<file path="src/rtl/bcd_updown_counter_pkg.sv">
// Shared BCD nibble type, digit limits and validity check for the up/down counter.
package bcd_pkg;

  localparam logic [3:0] BCD_MAX = 4'd9;
  localparam logic [3:0] BCD_MIN = 4'd0;

  typedef logic [3:0] bcd_t;

  function automatic logic bcd_valid(input bcd_t nibble);
    return (nibble <= BCD_MAX);
  endfunction

endpackage

</file>
<file path="src/rtl/bcd_updown_counter_if.sv">
// Control/data bundle of the BCD up/down counter; master drives control, slave returns state.
interface bcd_updown_counter_if #(
  parameter int DIGITS = 2
);

  logic                  en;
  logic                  up;
  logic                  load;
  logic [4*DIGITS-1:0]   load_val;
  logic [4*DIGITS-1:0]   count;
  logic                  tc;
  logic                  err;

  modport master (
    output en, up, load, load_val,
    input  count, tc, err
  );

  modport slave (
    input  en, up, load, load_val,
    output count, tc, err
  );

endinterface

</file>
<file path="src/rtl/bcd_updown_counter_digit.sv">
// One BCD digit: load with invalid-nibble scrub, or step up/down with carry/borrow out.
module bcd_digit
  import bcd_pkg::*;
(
  input  logic clk,
  input  logic rst,
  input  logic step_in,
  input  logic up,
  input  logic load,
  input  bcd_t load_nib,
  output bcd_t nib,
  output logic step_out,
  output logic inv
);

  bcd_t nib_reg;
  bcd_t nib_next;

  always_comb begin
    nib_next = nib_reg;
    if (load) begin
      nib_next = bcd_valid(load_nib) ? load_nib : BCD_MIN;
    end else if (step_in) begin
      if (up) begin
        nib_next = (nib_reg == BCD_MAX) ? BCD_MIN : nib_reg + 4'd1;
      end else begin
        nib_next = (nib_reg == BCD_MIN) ? BCD_MAX : nib_reg - 4'd1;
      end
    end
  end

  always_ff @(posedge clk or posedge rst) begin
    if (rst) begin
      nib_reg <= BCD_MIN;
    end else begin
      nib_reg <= nib_next;
    end
  end

  // The next digit steps only when this one rolls over in the current direction.
  assign step_out = step_in & (up ? (nib_reg == BCD_MAX) : (nib_reg == BCD_MIN));
  assign inv      = load & ~bcd_valid(load_nib);
  assign nib      = nib_reg;

endmodule

</file>
<file path="src/rtl/bcd_updown_counter.sv">
// Multi-digit BCD up/down counter with load, terminal-count pulse and sticky invalid-load flag.
// Define BCD_SAT_EN to saturate at all-9s / all-0s instead of wrapping.
module bcd_updown_counter
  import bcd_pkg::*;
#(
  parameter int DIGITS = 2
) (
  input logic               clk,
  input logic               rst,
  bcd_updown_counter_if.slave bus
);

  bcd_t                nib [DIGITS];
  logic [DIGITS:0]     step;
  logic [DIGITS-1:0]   inv;
  logic [4*DIGITS-1:0] count_w;
  logic                tc_reg;
  logic                tc_next;
  logic                err_reg;
  logic                err_next;

  generate
    for (genvar gi = 0; gi < DIGITS; gi++) begin : g_digit
      bcd_digit u_digit (
        .clk      (clk),
        .rst      (rst),
        .step_in  (step[gi]),
        .up       (bus.up),
        .load     (bus.load),
        .load_nib (bus.load_val[4*gi +: 4]),
        .nib      (nib[gi]),
        .step_out (step[gi+1]),
        .inv      (inv[gi])
      );
      assign count_w[4*gi +: 4] = nib[gi];
    end
  endgenerate

`ifdef BCD_SAT_EN
  logic [DIGITS-1:0] at_lim;
  logic              limit;

  generate
    for (genvar gi = 0; gi < DIGITS; gi++) begin : g_lim
      assign at_lim[gi] = (nib[gi] == (bus.up ? BCD_MAX : BCD_MIN));
    end
  endgenerate

  assign limit   = &at_lim;
  // Blocking the chain at digit 0 keeps the final carry low, so tc reports the blocked step.
  assign step[0] = bus.en & ~limit;
  assign tc_next = ~bus.load & ((bus.en & limit) | step[DIGITS]);
`else
  assign step[0] = bus.en;
  assign tc_next = ~bus.load & step[DIGITS];
`endif

  assign err_next = err_reg | (|inv);

  always_ff @(posedge clk or posedge rst) begin
    if (rst) begin
      tc_reg  <= 1'b0;
      err_reg <= 1'b0;
    end else begin
      tc_reg  <= tc_next;
      err_reg <= err_next;
    end
  end

  assign bus.count = count_w;
  assign bus.tc    = tc_reg;
  assign bus.err   = err_reg;

endmodule

</file>
<file path="src/flat_wrapper.sv">
// flat-port wrapper written by rule: the top's interface ports become plain ports
module bcd_updown_counter_flat import bcd_pkg::*;
#(
  parameter int DIGITS = 2
)
  (clk, rst, bus_en, bus_up, bus_load, bus_load_val, bus_count, bus_tc, bus_err);
  bcd_updown_counter_if #(.DIGITS(DIGITS)) bus_i ();
  input logic clk;
  input logic rst;
  input wire logic [$bits(bus_i.en)-1:0] bus_en;
  input wire logic [$bits(bus_i.up)-1:0] bus_up;
  input wire logic [$bits(bus_i.load)-1:0] bus_load;
  input wire logic [$bits(bus_i.load_val)-1:0] bus_load_val;
  output wire logic [$bits(bus_i.count)-1:0] bus_count;
  output wire logic [$bits(bus_i.tc)-1:0] bus_tc;
  output wire logic [$bits(bus_i.err)-1:0] bus_err;
  assign bus_i.en = bus_en;
  assign bus_i.up = bus_up;
  assign bus_i.load = bus_load;
  assign bus_i.load_val = bus_load_val;
  assign bus_count = bus_i.count;
  assign bus_tc = bus_i.tc;
  assign bus_err = bus_i.err;
  bcd_updown_counter #(.DIGITS(DIGITS)) u_core (.clk(clk), .rst(rst), .bus(bus_i));
endmodule
</file>
<file path="config.mk">
export PLATFORM = sky130hd
export DESIGN_NAME = bcd_updown_counter_flat
export DESIGN_NICKNAME = d
export VERILOG_FILES = /design/src/rtl/bcd_updown_counter_pkg.sv /design/src/rtl/bcd_updown_counter_if.sv /design/src/rtl/bcd_updown_counter_digit.sv /design/src/rtl/bcd_updown_counter.sv /design/src/flat_wrapper.sv
export SDC_FILE = /design/constraint.sdc
export NUM_CORES = 1
export LEC_CHECK = 0
export ABC_CLOCK_PERIOD_IN_PS = 1700
export BUFFER_PORTS_ARGS = -buffer_cell sky130_fd_sc_hd__clkbuf_2
export CAP_MARGIN = 20
export CORE_ASPECT_RATIO = 1.1
export CORE_MARGIN = 4
export CORE_UTILIZATION = 35
export CTS_CLUSTER_SIZE = 24
export DETAILED_ROUTE_END_ITERATION = 8
export GPL_ROUTABILITY_DRIVEN = 0
export HOLD_SLACK_MARGIN = 0.1
export PLACE_DENSITY_LB_ADDON = 0.08
export SYNTH_ARGS = -nofsm -noshare
export SYNTH_HDL_FRONTEND = slang
export SYNTH_SLANG_ARGS = --single-unit
</file>
<file path="constraint.sdc">
create_clock -name clk -period 1.7 [get_ports clk]
set_input_delay 0.34 -clock clk [delete_from_list [all_inputs] [get_ports clk]]
set_output_delay 0.34 -clock clk [all_outputs]
set_load 0.01 [all_outputs]
</file>
==> flow_metrics.py <==
metrics = {
    "clock_tree": {
        "cts.path.max_buffers": 2,
        "clk_latency_ns": 0.27,
        "cts_made_buffers": 3,
        "clock-sinks": 10,
        "ctsResizeCount": 0,
        "cts.clk_slew.worst_paths_ns": 0.07,
        "cts_tree": "built",
        "htree_levels": 1,
        "cts-root-buf": "clkbuf_4",
    },
    "die": {
        "ioPinCount": 23,
        "die_y_um": 59.4,
        "rows": 18,
        "die_w_um": 54.8,
        "start_util": 0.370,
        "core_area_sq_um": 2270,
        "dieArea_sq_um": 3260,
    },
    "placement": {
        "port_buffers": 22,
        "dpl_cell_area_sq_um": 930,
        "dpl.hpwl_um": 1450,
        "placedCellCount": 147,
    },
    "sta": {
        "slew-limit-headroom": 0.709,
        "fmax_ghz": 0.645,
        "tightest_slew_ns": 0.437,
        "min_period_ns": 1.55,
        "setup_viol": 0,
        "drv_slew": 0,
        "setup-tns-final_ns": 0,
        "clock-skew-final_ns": 0.00682,
        "hold_viol_final": 0,
        "finalCritPeriodShare": 0.912,
        "rsz0062_at_grt": "false",
    },
    "routing": {
        "final_antenna_net_count": 0,
        "viasPerCell": 5.36,
        "num_vias": 815,
        "first_pass_iters": 4,
        "drcViolationCount": 0,
        "wl_per_cell_um": 12.8,
        "routed_wirelength_um": 1940,
        "first_iter_violations": 18,
    },
    "power_and_ir_drop": {
        "ir_worst_vdd_v": 0.000395,
        "power_uw": 735,
        "powerDensity_nw_per_um2": 753,
        "intPower_uw": 487,
        "power_switching_uw": 248,
        "power.share.switching": 0.338,
        "p_leak_nw": 0.438,
        "p_comb_frac": 0.271,
        "seq_power_share": 0.433,
        "power_frac_clock": 0.296,
    },
    "yosys": {
        "yosysSeqAreaShare": 0.297,
        "ys_types": 40,
        "synth-seq-cells": 10,
        "synth_nets": 118,
        "synth_ff_type": "dfrtp_1",
        "synth_edf_count": 0,
        "yosysTopAreaCellShare": 0.297,
        "synth_cells": 105,
        "yosysTopAreaCell": "dfrtp_1",
        "syn_area_sq_um": 842,
        "yosys_warnings": 0,
        "postSynth.asyncResetShare": 1.00,
        "syn_avg_cell_area_sq_um": 8.02,
        "synth.area.top_cells": "dfrtp_1 30%, o21ai_0 6.5%, nand3_1 4.2%",
    },
    "worst_setup_path": {
        "arrival_ns": 1.75,
        "end_kind": "flip-flop",
        "path_max_fanout": 14,
        "worst_setup_path_start_kind": "flip-flop",
        "crit_type": "flip-flop to flip-flop",
        "cp.required_ns": 1.90,
    },
    "layout": {
        "largest_reg_flops": 8,
        "drive_above_1_share": 0.254,
        "syn2layout_area_growth_pct": 15.9,
        "n_antenna_cell": 0,
        "fin_area_sq_um": 976,
        "mostFrequentLayoutCell": "clkbuf_2",
        "nets": 136,
        "fill_cells": 241,
        "register_area_sq_um": 250,
        "post-route-util": 0.429,
        "instances_no_fill": 152,
        "final_cell_mix": "22 x clkbuf_2, 11 x o21ai_0, 10 x dfrtp_1",
        "multi_input_area_sq_um": 494,
    },
    "hold_path": {
        "min_path_type": "primary input to flip-flop",
    },
    "global_route": {
        "grt_max_degree": 22,
        "grt_util_all_layers": 0.138,
        "gr-total-overflow": 0,
        "grt_antenna_before_repair": 0,
        "grt_pass1_vias": 704,
        "grt_pass1_wl_um": 3260,
    },
    "status": {
        "status": "finished clean",
    },
    "run": {
        "cap_violations": 0,
    },
}
-- critical path: stages (launching register included) --
cell     delay, ns
dfrtp_1       0.54
or4_1         0.57
o21ai_1       0.12
o32ai_1       0.10
o21ai_1       0.14
-- synth_stat cells, types with 2 or more instances --
cell type and count:
dfrtp_1 10, nand2_1 3, buf_2 3, or3_1 2, nor3_1 3, inv_1 6
xor2_1 2, nor4_1 2, clkbuf_1 4, buf_6 2, o21ai_0 11, o21ai_1 4
nor2_1 4, nand4b_1 3, nand2b_1 3, nand3_1 7, a21oi_1 5, buf_4 3
and3_1 3, xnor2_1 2, a21o_1 3, a211o_1 2
-- metal layers --
layer	routed length, um	vias to the layer above	global-route usage
met4	9	0	0.0214
li1	-	415	-
met2	920	18	0.208
met1	917	380	0.188
met5	0	-	0
met3	96	2	0.0529
-- worst paths after layout --
kind	slack (ns)	to	cells after the start	start
max	0.15	u_core.g_digit[0].u_digit.nib[3]	4	u_core.g_digit[0].u_digit.nib[0]
min in group asynchronous	0.57	u_core.bus.err	3	rst
max in group asynchronous	0.83	u_core.bus.tc	3	rst
max reg2reg	0.15	u_core.g_digit[0].u_digit.nib[3]	4	u_core.g_digit[0].u_digit.nib[0]
min	0.31	u_core.g_digit[0].u_digit.nib[0]	3	bus_load_val[0]
min reg2reg	0.46	u_core.bus.err	1	u_core.bus.err
-- through the flow --
| step | setup WS (ns) | hold WS (ns) |
|---|---|---|
| floorplan | 0.281 | 0.180 |
| global placement | 0.139 | 0.328 |
| CTS | 0.138 | 0.311 |
| finish | 0.150 | 0.312 |
| global route | 0.0189 | 0.320 |
| detailed placement | 0.116 | 0.339 |
-- kinds of logic (layout without fill, tap and decap cells) --
group                  after synthesis  count (layout)  share of synthesized area
XOR/XNOR                             4               4                     0.0416
buffers and inverters               18              35                      0.116
multiplexers                         1               1                     0.0119
flip-flops                          10              10                      0.297
AO/OA/AOI/OAI                       35              35                      0.266
AND/OR/NAND/NOR                     37              37                      0.267
-- area by class of cell --
type                            count  area share
Multi-Input combinational cell     77       0.506
Sequential cell                    10       0.256
Timing Repair Buffer               25       0.138
Tap cell                           30      0.0385
Clock buffer                        4      0.0372
Inverter                            6      0.0231
-- power by group through the flow --
stage / logic (mW) / clock network [mW] / registers [mW]
floorplan: 0.176 / 0 / 0.292
global placement: 0.200 / 0 / 0.323
detailed placement: 0.200 / 0 / 0.324
CTS: 0.202 / 0.224 / 0.319
global route: 0.225 / 0.241 / 0.328
finish: 0.199 / 0.218 / 0.318
-- what timing repair did --
item / 4_1_cts / 5_1_grt
setup buffers: 0 / 0
endpoints found under the hold margin: 10 / 0
hold buffers: 1 / 0
No activity file was read; power rests on OpenSTA's default activity.
